**src/rtl/up3_pkg.sv**
```systemverilog
// up3 shared definitions: sequencer states, opcodes, decoded instruction
// class, the strobe bundle driven to the datapath and the state transition
// function used by the control sequencer.
package up3_pkg;

    localparam int unsigned OP_W    = 8;
    localparam int unsigned CLASS_W = 7;

    // Instruction opcodes (upper byte of the two-byte instruction)
    localparam logic [OP_W-1:0] OP_ADD   = 8'h00;
    localparam logic [OP_W-1:0] OP_SUB   = 8'h01;
    localparam logic [OP_W-1:0] OP_LOAD  = 8'h02;
    localparam logic [OP_W-1:0] OP_LOADI = 8'h03;
    localparam logic [OP_W-1:0] OP_STORE = 8'h04;
    localparam logic [OP_W-1:0] OP_JUMP  = 8'h05;
    localparam logic [OP_W-1:0] OP_JNEG  = 8'h06;
    localparam logic [OP_W-1:0] OP_JZERO = 8'h07;
    localparam logic [OP_W-1:0] OP_HALT  = 8'hFF;

    // Sequencer states; one instruction walks FETCH_U..EXECUTE in 6 cycles
    typedef enum logic [2:0] {
        S_FETCH_U = 3'd0,
        S_LOAD_U  = 3'd1,
        S_FETCH_L = 3'd2,
        S_LOAD_L  = 3'd3,
        S_DECODE  = 3'd4,
        S_EXECUTE = 3'd5,
        S_HALT    = 3'd6
    } state_t;

    // One-hot instruction class produced by up3_decode
    typedef struct packed {
        logic alu_ld;
        logic store;
        logic jmp;
        logic jneg;
        logic jzero;
        logic halt;
        logic nop;
    } op_class_t;

    // Strobes driven towards the datapath
    typedef struct packed {
        logic load_pc;
        logic load_ac;
        logic load_iru;
        logic load_irl;
        logic fetch;
        logic store_mem;
        logic incr_pc;
    } strobes_t;

    // Strobe values held by the register while in reset (state FETCH_U)
    localparam strobes_t STROBES_RST = '{
        load_pc:   1'b0,
        load_ac:   1'b0,
        load_iru:  1'b0,
        load_irl:  1'b0,
        fetch:     1'b1,
        store_mem: 1'b0,
        incr_pc:   1'b0
    };

    // Fixed fetch/decode/execute walk; HALT is a sink left only via reset
    function automatic state_t next_state(input state_t cur, input logic halt_op);
        state_t nxt;
        case (cur)
            S_FETCH_U: nxt = S_LOAD_U;
            S_LOAD_U:  nxt = S_FETCH_L;
            S_FETCH_L: nxt = S_LOAD_L;
            S_LOAD_L:  nxt = S_DECODE;
            S_DECODE:  nxt = S_EXECUTE;
            S_EXECUTE: nxt = halt_op ? S_HALT : S_FETCH_U;
            S_HALT:    nxt = S_HALT;
            default:   nxt = S_FETCH_U;
        endcase
        return nxt;
    endfunction

endpackage

```
**src/rtl/up3_decode.sv**
```systemverilog
// Combinational opcode classifier shared by the control sequencer and ALU.
// Ports:
//   opcode    in   instruction upper byte
//   op_class  out  one-hot {alu_ld, store, jmp, jneg, jzero, halt, nop}
module up3_decode
    import up3_pkg::*;
(
    input  logic [OP_W-1:0]    opcode,
    output logic [CLASS_W-1:0] op_class
);

    op_class_t cls;

    // Unknown opcodes fall into the nop class
    always_comb begin
        cls = '0;
        case (opcode)
            OP_ADD, OP_SUB, OP_LOAD, OP_LOADI: cls.alu_ld = 1'b1;
            OP_STORE:                          cls.store  = 1'b1;
            OP_JUMP:                           cls.jmp    = 1'b1;
            OP_JNEG:                           cls.jneg   = 1'b1;
            OP_JZERO:                          cls.jzero  = 1'b1;
            OP_HALT:                           cls.halt   = 1'b1;
            default:                           cls.nop    = 1'b1;
        endcase
    end

    assign op_class = CLASS_W'(cls);

endmodule

```
**src/rtl/up3_control.sv**
```systemverilog
// up3 control sequencer: Moore FSM stepping fetch/decode/execute for each
// two-byte instruction and counting retired instructions.
// Ports:
//   clk        in   system clock, rising edge
//   reset      in   synchronous active-low reset
//   opcode     in   IR upper byte
//   nflg/zflg  in   ALU negative / zero flags, used in EXECUTE only
//   LOAD_PC, LOAD_AC, LOAD_IRU, LOAD_IRL, STORE_MEM, INCR_PC
//              out  datapath strobes, forced low while reset is low
//   fetch      out  address mux select (1 = PC, 0 = IR value field)
//   halted     out  processor stopped
//   instr_cnt  out  retired-instruction counter, wraps
module up3_control
    import up3_pkg::*;
#(
    parameter int unsigned CNT_W = 16
) (
    input  logic             clk,
    input  logic             reset,
    input  logic [OP_W-1:0]  opcode,
    input  logic             nflg,
    input  logic             zflg,
    output logic             LOAD_PC,
    output logic             LOAD_AC,
    output logic             LOAD_IRU,
    output logic             LOAD_IRL,
    output logic             fetch,
    output logic             STORE_MEM,
    output logic             INCR_PC,
    output logic             halted,
    output logic [CNT_W-1:0] instr_cnt
);

    logic [CLASS_W-1:0] class_bits;
    op_class_t          cls;

    state_t   state;
    state_t   state_nxt;
    strobes_t strb_q;
    strobes_t strb_nxt;
    logic     halted_q;
    logic     halted_nxt;
    logic     jneg_q;
    logic     jneg_nxt;
    logic     jzero_q;
    logic     jzero_nxt;
    logic [CNT_W-1:0] cnt_q;

    up3_decode u_decode (
        .opcode   (opcode),
        .op_class (class_bits)
    );

    assign cls = op_class_t'(class_bits);

    // Next state and the strobes that state will present once registered
    always_comb begin
        state_nxt  = next_state(state, cls.halt);
        strb_nxt   = '0;
        halted_nxt = 1'b0;
        jneg_nxt   = 1'b0;
        jzero_nxt  = 1'b0;
        case (state_nxt)
            S_FETCH_U, S_FETCH_L: begin
                strb_nxt.fetch = 1'b1;
            end
            S_LOAD_U: begin
                strb_nxt.fetch    = 1'b1;
                strb_nxt.load_iru = 1'b1;
                strb_nxt.incr_pc  = 1'b1;
            end
            S_LOAD_L: begin
                strb_nxt.fetch    = 1'b1;
                strb_nxt.load_irl = 1'b1;
                strb_nxt.incr_pc  = 1'b1;
            end
            S_EXECUTE: begin
                // Conditional jumps are armed here; the flags themselves are
                // applied during EXECUTE so they reflect the current AC.
                if (!cls.nop) begin
                    strb_nxt.load_ac   = cls.alu_ld;
                    strb_nxt.store_mem = cls.store;
                    strb_nxt.load_pc   = cls.jmp;
                    jneg_nxt           = cls.jneg;
                    jzero_nxt          = cls.jzero;
                end
            end
            S_HALT: begin
                halted_nxt = 1'b1;
            end
            default: begin
                strb_nxt = '0;
            end
        endcase
    end

    // State, registered strobes and retired-instruction counter
    always_ff @(posedge clk) begin
        if (!reset) begin
            state    <= S_FETCH_U;
            strb_q   <= STROBES_RST;
            halted_q <= 1'b0;
            jneg_q   <= 1'b0;
            jzero_q  <= 1'b0;
            cnt_q    <= '0;
        end else begin
            state    <= state_nxt;
            strb_q   <= strb_nxt;
            halted_q <= halted_nxt;
            jneg_q   <= jneg_nxt;
            jzero_q  <= jzero_nxt;
            if (state == S_EXECUTE) begin
                cnt_q <= cnt_q + CNT_W'(1);
            end
        end
    end

    // Load/write strobes are gated by reset so nothing leaks in a reset cycle
    assign LOAD_PC   = reset & (strb_q.load_pc | (jneg_q & nflg) | (jzero_q & zflg));
    assign LOAD_AC   = reset & strb_q.load_ac;
    assign LOAD_IRU  = reset & strb_q.load_iru;
    assign LOAD_IRL  = reset & strb_q.load_irl;
    assign STORE_MEM = reset & strb_q.store_mem;
    assign INCR_PC   = reset & strb_q.incr_pc;
    assign fetch     = strb_q.fetch;
    assign halted    = halted_q;
    assign instr_cnt = cnt_q;

    // Datapath write/load strobes are mutually exclusive
    a_excl_writes : assert property (@(posedge clk) disable iff (!reset)
        $onehot0({LOAD_AC, STORE_MEM, LOAD_PC}));
    a_pc_excl : assert property (@(posedge clk) disable iff (!reset)
        !(INCR_PC && LOAD_PC));

endmodule

```
**config.mk**
```make
export PLATFORM = sky130hd
export DESIGN_NAME = up3_control
export DESIGN_NICKNAME = d
export VERILOG_FILES = /design/src/rtl/up3_pkg.sv /design/src/rtl/up3_decode.sv /design/src/rtl/up3_control.sv
export SDC_FILE = /design/constraint.sdc
export NUM_CORES = 1
export LEC_CHECK = 0
export ABC_AREA = 1
export CORE_MARGIN = 4
export CORE_UTILIZATION = 25
export CTS_BUF_LIST = sky130_fd_sc_hd__clkbuf_8
export CTS_CLUSTER_SIZE = 28
export DETAILED_ROUTE_END_ITERATION = 12
export MAX_ROUTING_LAYER = met4
export PLACE_DENSITY_LB_ADDON = 0.05
export REMOVE_ABC_BUFFERS = 1
export SLEW_MARGIN = 15
export SYNTH_ARGS = -nofsm -noshare
export SYNTH_HDL_FRONTEND = slang
export SYNTH_SLANG_ARGS = --single-unit
```
**constraint.sdc**
```tcl
create_clock -name clk -period 2.1 [get_ports clk]
set_input_delay 0.21 -clock clk [delete_from_list [all_inputs] [get_ports clk]]
set_output_delay 0.21 -clock clk [all_outputs]
set_load 0.005 [all_outputs]
```
Word level (Yosys, flattened, before mapping). Cells that the tools add are included.

Bits of input ports: 12. Logic and storage cells: 63. Output and inout bits: 24. Flip-flop bits (word level): 29.

Bitwise operators: 10. $add $sub $neg: 1. Reduce and logical (&&, ||, !) cells: 8. Muxes and demuxes: 13. Equal/unequal tests: 19.

Operators by type and width (number): $eq A8 B3 Y1 const B (4); $pmux W3 S7 (1); $add A16 B1 Y16 const B (1); $eq A8 B2 Y1 const B (2); $eq A3 B3 Y1 const B (5); $eq A3 B2 Y1 const B (4); $mux W1 (11); $reduce_or A9 Y1 (1); $and A1 B1 Y1 (8); $eq A8 B1 Y1 const B (1); $eq A8 B8 Y1 const B (1); $logic_not A8 Y1 (1); $reduce_or A4 Y1 (2); $eq A3 B1 Y1 const B (2); $logic_not A3 Y1 (2); $mux W3 (1); $reduce_and A3 Y1 (1); $or A1 B1 Y1 (2); $reduce_or A2 Y1 (1).

Depth between registers and ports, before layout. Gate-level depths: netlist of the first run.

Depth in word-level cells: 7. Mapped depth: 9. Depth with buffers taken out: 9.

By module. From an unflattened synthesis of the first run, not the netlist that was laid out.

Cell total of the unflattened synthesis: 227. Area total of the unflattened synthesis: 1498.9 sq um.

By module, submodules not included: up3_control (instances 1, cells an instance 193, seq. area each 580.6 sq um, area an instance 1342.5 sq um); up3_decode (instances 1, cells an instance 34, seq. area each 0.0 sq um, area an instance 156.4 sq um).

Worst setup path before layout of the first run. Ideal clock, no wire load.

Kind: register -> register. Start point: register cnt_q[1] (netlist: instr_cnt[1]). End point: register cnt_q[12] (netlist: instr_cnt[12]). Buffers on the path: 0. Data required time: 2.036 ns. Setup slack: 0.864 ns. Clock period less this slack: 1.236 ns. Stages on the path, launching flop included: 10. Library setup time: 0.064 ns. Arrival: 1.173 ns. Cell sequence: dfxtp_1 ha_1 nand2_1 nor2_1 nand3_2 nor2_2 nand2_1 nand2_1 nand2_1 nor2_1.

Word-level cells in the longest chain between the ends: 1.

RTL lines: start: declaration (RTL line up3_control.sv:47) `logic [CNT_W-1:0] cnt_q;`; start signal: assignment (RTL line up3_control.sv:113) `cnt_q <= cnt_q + CNT_W'(1);`; $add A16 B1 Y16 (RTL line up3_control.sv:113).

No other way between the ends. A chain may end at the register's enable or synchronous reset.

Final worst setup path of the first run.
Start point: input reset. End point: output LOAD_AC.

Word-level cells in the longest chain between the ends: 1.

RTL lines: start: declaration (RTL line up3_control.sv:19) `input logic reset,`; $and A1 B1 Y1 (RTL line up3_control.sv:120) `assign LOAD_AC = reset & strb_q.load_ac;`; end: declaration (RTL line up3_control.sv:24) `output logic LOAD_AC,`.

No other way between the ends.

==> results of run 1 <==
==> worst paths after layout <==
kind | from | to | slack (ns) | cells after the start
max | reset | LOAD_AC | 0.32 | 5
min | instr_cnt[2] | instr_cnt[2] | 0.49 | 2
max reg2reg | instr_cnt[1] | instr_cnt[12] | 0.71 | 9
min reg2reg | instr_cnt[2] | instr_cnt[2] | 0.49 | 2
==> sequential cells by signal, summed over array words and instances (netlist names) <==
| name | flops |
|---|---|
| instr_cnt | 16 |
| strb_q | 6 |
| state | 3 |
| fetch | 1 |
| halted | 1 |
| jneg_q | 1 |
| jzero_q | 1 |
==> power by group through the flow <==
stage	Combinational [mW]	Sequential, mW	Clock (mW)
2_1_floorplan	0.120	0.663	0
3_3_place_gp	0.224	0.673	0
3_5_place_dp	0.222	0.671	0
4_1_cts	0.224	0.659	0.536
5_1_grt	0.247	0.667	0.555
6_report	0.221	0.658	0.510
==> layer usage <==
layer | global-route usage (%) | vias to the layer above | wire length, um
met5 | - | - | 0
met1 | 12.7 | 545 | 1450
met2 | 17.6 | 27 | 1480
li1 | - | 690 | -
met4 | 4.65 | 0 | 65
met3 | 3.29 | 8 | 128
==> cell families (layout without fill, tap and decap cells) <==
logic type / count (synthesis) / after routing / synth area share [%]
AO/OA/AOI/OAI: 20 / 20 / 7.67
flip-flops: 29 / 29 / 42.4
adder cells (fa/ha/maj): 1 / 1 / 0.913
AND/OR/NAND/NOR: 104 / 104 / 37.2
buffers and inverters: 43 / 85 / 11.9
==> through the flow <==
stage               power, mW  setup slack [ns]  cells  hold WS (ns)  util [%]
floorplan               0.783             0.867    195         0.287         -
global placement        0.897             0.300    301         0.483      34.7
detailed placement      0.893             0.296    301         0.488      34.7
CTS                      1.42             0.294    309         0.498      36.7
global route             1.47             0.257    309         0.543      36.7
finish                   1.39             0.324    309         0.491      36.7
==> layout make-up <==
type,instances,area [um^2],area share [%]
clock inverters,1,5.00,0.262
well taps,70,87.6,4.59
clock buffers,7,96.3,5.05
repair buffers,36,358,18.8
multi-input cells,125,627,32.9
flip-flops and latches,29,581,30.4
inverters,41,154,8.07
==> worst max-delay path, stage by stage <==
cell             delay [ns]
clkdlybuf4s50_1        0.48
buf_4                  0.25
nand2_1                0.08
inv_1                  0.06
clkdlybuf4s50_1        0.49
==> cell usage after synthesis (2+ instances only) <==
cell type	n	area (um^2)
a21oi_1	9	45.0
dfxtp_1	29	581
inv_1	39	146
nand2_1	41	154
nand3_1	11	55.1
nand3_2	3	30.0
nand3b_1	3	22.5
nand4_1	3	18.8
nand4_2	2	25.0
nor2_1	30	113
nor2_2	2	12.5
nor2_4	4	45.0
nor3_1	3	15.0
o21ai_0	8	40.0
==> flow_summary.json, run 1 <==
{
  "fp.dieH_um": 82.0,
  "die_x_um": 82.0,
  "ys_ff_latch": 29,
  "drv_slew": 0,
  "post_cts_buffers": 0,
  "fp.dieArea_um2": 6730,
  "vdd_drop_max_mv": 0.416,
  "layout_min_cycle_time_ns": 1.78,
  "setup_viol": 0,
  "stdcell_area_um2": 1910,
  "syn_inst": 197,
  "period_share_pct": 84.6,
  "wl_per_cell_um": 10.1,
  "place_congestion": 0.779,
  "grt_pass1_wl_um": 5450,
  "critPathCaptureType": "primary output",
  "critical_path.max_fanout": 21,
  "cellPowerDensity_nw_per_um2": 728,
  "antenna_found_initial": 0,
  "hold_buffers": 0,
  "diodes": 0,
  "grt_pass1_vias": 1247,
  "finalClockSkew_ns": 0.00324,
  "worstMarginPinSlew_ns": 0.220,
  "power_frac_seq_pct": 47.4,
  "setup.worst_path.class": "input port to primary output",
  "async_reset_ff_share_pct": 0,
  "power.switching_uw": 380,
  "layout_common_cells": "41 x nand2_1, 39 x inv_1, 35 x clkdlybuf4s50_1",
  "p_leak_nw": 0.808,
  "drive_gt1_share_pct": 9.21,
  "postPlaceCellArea_um2": 1810,
  "internal_power_mw": 1.01,
  "fillers": 571,
  "initial_core_util_pct": 26.3,
  "tritoncts": "yes",
  "rsz0062_at_grt": "false",
  "synth_flop_cell": "dfxtp_1",
  "cap_viol_max_count": 0,
  "dp_hpwl_um": 2390,
  "core_area_um2": 5200,
  "yosysSeqAreaShare_pct": 42.4,
  "syn-cell-area_um2": 1370,
  "cts_buffers": 5,
  "grt.total_usage_pct": 11.0,
  "ant_nets": 0,
  "synth-edff-count": 0,
  "p_comb_share_pct": 15.9,
  "cts-root-buf": "clkbuf_8",
  "insertion_delay_ns": 0.28,
  "start_kind": "input port",
  "switching_share_pct": 27.3,
  "cts_htree_levels": 2,
  "vias": 1270,
  "path_clk_slew_ns": 0.06,
  "drt-pass1-iter-count": 4,
  "drt_first_iter_violations": 37,
  "outcome": "complete, no violations",
  "final_common_cell": "nand2_1",
  "area_delta_synth_final_pct": 39.3,
  "fin_setup_tns_ns": 0,
  "fin_nets": 251,
  "drt_drc_violations_left": 0,
  "ioPinCount": 36,
  "hold_viol_final": 0,
  "cts.sink_count": 29,
  "clk_path_buf_depth": 2,
  "num_rows": 26,
  "hp-class": "flop to flop",
  "portBuffers": 35,
  "vias_per_cell": 4.11,
  "clkPwrFrac_pct": 36.7,
  "syn_area_per_cell_um2": 6.95,
  "cp.arrival_ns": 1.57,
  "fmax_mhz": 563,
  "grt_max_degree": 22,
  "cts_resized": 0,
  "gr-total-overflow": 0,
  "relSlewSlack_pct": 85.2,
  "wl_um": 3130,
  "worstPathRequired_ns": 1.89,
  "ys_warn_count": 0,
  "ys_types": 24
}
No activity file was read; power rests on OpenSTA's default activity.
==> run 2, diff against run 1 <==
- clock period: 2.1 -> 1.55 ns (I/O delays scaled with it)
==> flow_summary.json, run 2 (same netlist as run 1, synthesis figures left out) <==
{
  "cts-root-buf": "clkbuf_8",
  "diodes": 0,
  "internal_power_mw": 1.49,
  "start_kind": "flop",
  "setup_viol": 0,
  "hp-class": "input port to flop",
  "ant_nets": 0,
  "post_cts_buffers": 0,
  "wl_per_cell_um": 10.1,
  "hold_start": "reset",
  "fp.dieH_um": 82.0,
  "insertion_delay_ns": 0.29,
  "drv_slew": 0,
  "layout_common_cells": "41 x nand2_1, 40 x inv_1, 33 x clkdlybuf4s50_1",
  "min_to": "instr_cnt[4]",
  "holdPathStages": 4,
  "fin_nets": 256,
  "antenna_found_initial": 0,
  "power.switching_uw": 520,
  "grt.total_usage_pct": 11.1,
  "rr_endpoint": "instr_cnt[12]",
  "fillers": 581,
  "relSlewSlack_pct": 84.9,
  "cts_htree_levels": 2,
  "ioPinCount": 36,
  "critical_path.max_fanout": 6,
  "drt_drc_violations_left": 0,
  "rsz0062_at_grt": "false",
  "cts_buffers": 5,
  "grt_pass1_vias": 1256,
  "initial_core_util_pct": 26.3,
  "cp.arrival_ns": 1.27,
  "layout_min_cycle_time_ns": 1.42,
  "path_clk_slew_ns": 0.07,
  "drt-pass1-iter-count": 4,
  "post-route-util_pct": 37.7,
  "area_delta_synth_final_pct": 43.3,
  "slowest_stage": "clkdlybuf4s50_1",
  "cts_resized": 1,
  "clkPwrFrac_pct": 40.3,
  "clk_path_buf_depth": 2,
  "cap_viol_max_count": 0,
  "tritoncts": "yes",
  "hold_buffers": 0,
  "fin_setup_tns_ns": 0,
  "gr-total-overflow": 0,
  "drive_gt1_share_pct": 11.1,
  "drt_first_iter_violations": 47,
  "num_rows": 26,
  "vdd_drop_max_mv": 0.514,
  "wl_um": 3170,
  "fp.dieArea_um2": 6730,
  "fmax_mhz": 702,
  "setup.worst_path.class": "flop to primary output",
  "place_congestion": 0.798,
  "switching_share_pct": 25.8,
  "portBuffers": 35,
  "die_x_um": 82.0,
  "core_area_um2": 5200,
  "worstPathRequired_ns": 1.39,
  "reg2reg_from": "state[2]",
  "power_frac_seq_pct": 44.2,
  "ff2ff_path_depth": 7,
  "hold_viol_final": 0,
  "cellPowerDensity_nw_per_um2": 1030,
  "p_leak_nw": 0.861,
  "largest_reg_flops": 16,
  "crit_chain": "clkdlybuf4s50_1",
  "crit_buf_inv": 1,
  "period_share_pct": 91.9,
  "dp_hpwl_um": 2490,
  "whs_ns": 0.448,
  "ff2ff_setup_slack_ns": 0.22,
  "vias": 1286,
  "multi_input_area_um2": 627,
  "finalClockSkew_ns": 0.0103,
  "cts.sink_count": 29,
  "worstMarginPinSlew_ns": 0.224,
  "layout.area.seq_um2": 582,
  "vias_per_cell": 4.10,
  "p_comb_share_pct": 15.5,
  "grt_pass1_wl_um": 5460,
  "critPathCaptureType": "primary output",
  "final_common_cell": "nand2_1",
  "cpPeakStageDelay_ns": 0.54,
  "grt_max_degree": 14,
  "outcome": "complete, no violations",
  "critical_path.top_delay_family": "buffers and inverters"
}
## run 2: final cells by class
type	count	share of cell area (%)
Sequential cell	29	29.6
Tap cell	70	4.46
Multi-Input combinational cell	125	31.9
Timing Repair Buffer	41	20.2
Inverter	41	7.84
Clock inverter	2	1.72
Clock buffer	6	4.21
## run 2: layer usage
layer  vias to the layer above  wire, um  track usage (%)
met5                         -         0                -
met4                         0        78             5.48
met3                         8       140             3.40
met2                        24      1510             18.4
met1                       556      1440             11.9
li1                        698         -                -
## run 2: metrics by stage
stage	instances	total power, mW	setup WS, ns	area [um^2]
6_report	314	2.01	0.126	1960
3_3_place_gp	306	1.23	-0.0746	1840
5_1_grt	314	2.14	0.0502	1960
3_5_place_dp	306	1.22	-0.0788	1840
2_1_floorplan	195	1.06	0.317	1360
4_1_cts	314	2.05	0.0245	1960
## run 2: worst max path at each step
stage,start,cells past startpoint,to,slack (ns)
final,instr_cnt[7],1,instr_cnt[7],0.13
after global placement,reset,5,LOAD_PC,-0.07
after global routing,instr_cnt[1],8,instr_cnt[14],0.05
after detailed placement,reset,5,LOAD_PC,-0.08
after floorplan,instr_cnt[1],9,instr_cnt[12],0.32
after CTS,jzero_q,4,LOAD_PC,0.02
## run 2: power groups by stage
stage / clock network [mW] / logic (mW) / registers (mW)
after detailed placement: 0 / 0.319 / 0.905
after global placement: 0 / 0.327 / 0.907
after CTS: 0.845 / 0.320 / 0.889
after global routing: 0.877 / 0.358 / 0.901
after floorplan: 0 / 0.163 / 0.898
final: 0.813 / 0.312 / 0.890
==> run 3, diff against run 2 <==
- PLACE_DENSITY: not set -> 0.55
- PLACE_DENSITY_LB_ADDON: 0.05 -> not set
==> flow_summary.json, run 3 (same netlist as run 1, synthesis figures left out) <==
{
  "drt_drc_violations_left": 0,
  "hold_buffers": 0,
  "path_clk_slew_ns": 0.06,
  "cts.sink_count": 29,
  "crit_buf_inv": 1,
  "vdd_drop_max_mv": 0.548,
  "grt_pass1_vias": 1281,
  "fillers": 569,
  "largest_reg_flops": 16,
  "final_common_cell": "nand2_1",
  "crit_chain": "clkdlybuf4s50_1",
  "grt.total_usage_pct": 10.9,
  "drv_slew": 0,
  "place_congestion": 0.866,
  "layout_min_cycle_time_ns": 1.42,
  "critical_path.top_delay_family": "buffers and inverters",
  "relSlewSlack_pct": 84.2,
  "ioPinCount": 36,
  "antenna_found_initial": 0,
  "fp.dieH_um": 82.0,
  "die_x_um": 82.0,
  "period_share_pct": 91.5,
  "pre_cts_ws_ns": -0.0448,
  "whs_ns": 0.438,
  "cts_htree_levels": 2,
  "setup.worst_path.class": "flop to primary output",
  "fin_nets": 255,
  "area_delta_synth_final_pct": 40.7,
  "worstPathRequired_ns": 1.39,
  "drt-pass1-iter-count": 4,
  "rsz0062_at_grt": "false",
  "p_leak_nw": 0.842,
  "multi_input_area_um2": 627,
  "insertion_delay_ns": 0.28,
  "hold_viol_final": 0,
  "diodes": 0,
  "postLayoutSetupSlackWorst_ns": 0.132,
  "cts-root-buf": "clkbuf_8",
  "cap_viol_max_count": 0,
  "cp.arrival_ns": 1.26,
  "fmax_mhz": 705,
  "slowest_stage": "clkdlybuf4s50_1",
  "ant_nets": 0,
  "setup_viol": 0,
  "grt_pass1_wl_um": 5410,
  "hp-class": "input port to flop",
  "finalClockSkew_ns": 0.0109,
  "portBuffers": 35,
  "initial_core_util_pct": 26.3,
  "clk_path_buf_depth": 2,
  "vias": 1294,
  "core_area_um2": 5200,
  "postPlaceCellArea_um2": 1840,
  "wl_um": 3120,
  "critical_path.max_fanout": 6,
  "grt_max_degree": 14,
  "vias_per_cell": 4.15,
  "gr-total-overflow": 0,
  "critPathCaptureType": "primary output",
  "ff2ff_setup_slack_ns": 0.20,
  "outcome": "complete, no violations",
  "fp.dieArea_um2": 6730,
  "stdcell_area_um2": 1930,
  "cts_buffers": 5,
  "worstMarginPinSlew_ns": 0.236,
  "tritoncts": "yes",
  "layout.area.seq_um2": 581,
  "drt_first_iter_violations": 60,
  "drive_gt1_share_pct": 10.3,
  "layout_common_cells": "41 x nand2_1, 39 x inv_1, 33 x clkdlybuf4s50_1",
  "cpPeakStageDelay_ns": 0.54,
  "dp_hpwl_um": 2430,
  "wl_per_cell_um": 9.99,
  "start_kind": "flop",
  "num_rows": 26,
  "cellPowerDensity_nw_per_um2": 941,
  "p_total_mw": 1.81
}
==> run 3: layout make-up <==
| type | count | area share [%] |
|---|---|---|
| Clock inverter | 1 | 0.195 |
| Sequential cell | 29 | 30.1 |
| Clock buffer | 6 | 4.28 |
| Timing Repair Buffer | 40 | 20.4 |
| Inverter | 41 | 7.98 |
| Multi-Input combinational cell | 125 | 32.5 |
| Tap cell | 70 | 4.54 |
==> run 3: path summary, 6_finish.rpt <==
path                      from       endpoint  depth (start not counted)
setup / recovery  instr_cnt[7]   instr_cnt[7]                          1
hold / removal           reset   instr_cnt[4]                          4
setup reg to reg  instr_cnt[1]  instr_cnt[12]                          9
hold reg to reg   instr_cnt[2]   instr_cnt[2]                          2
==> run 3: where the power goes <==
group / total [mW] / internal (mW) / switching [mW]
combinational: 0.311 / 0.150 / 0.161
clock: 0.611 / 0.344 / 0.266
sequential: 0.892 / 0.823 / 0.0694
total: 1.81 / 1.32 / 0.496
==> run 3: metal layers <==
layer	track usage, %	wire, um
met5	-	0
met4	4.49	58
met3	3.84	180
met2	18.2	1500
met1	11.7	1380
==> run 3: through the flow <==
step	TNS (ns)	instances	utilization, %
after global placement	-0.0383	305	35.3
after global routing	0	312	37.0
final	0	312	37.0
after detailed placement	-0.123	305	35.3
after floorplan	0	195	-
after CTS	0	312	37.0
==> run 3: what timing repair did <==
| action | CTS | global route |
|---|---|---|
| buffers inserted | 0 | 0 |
| gates resized for setup | 3 | 1 |
| setup endpoints to repair | 6 | 1 |
| hold endpoints to repair | 0 | 0 |
| gates cloned | 0 | 0 |
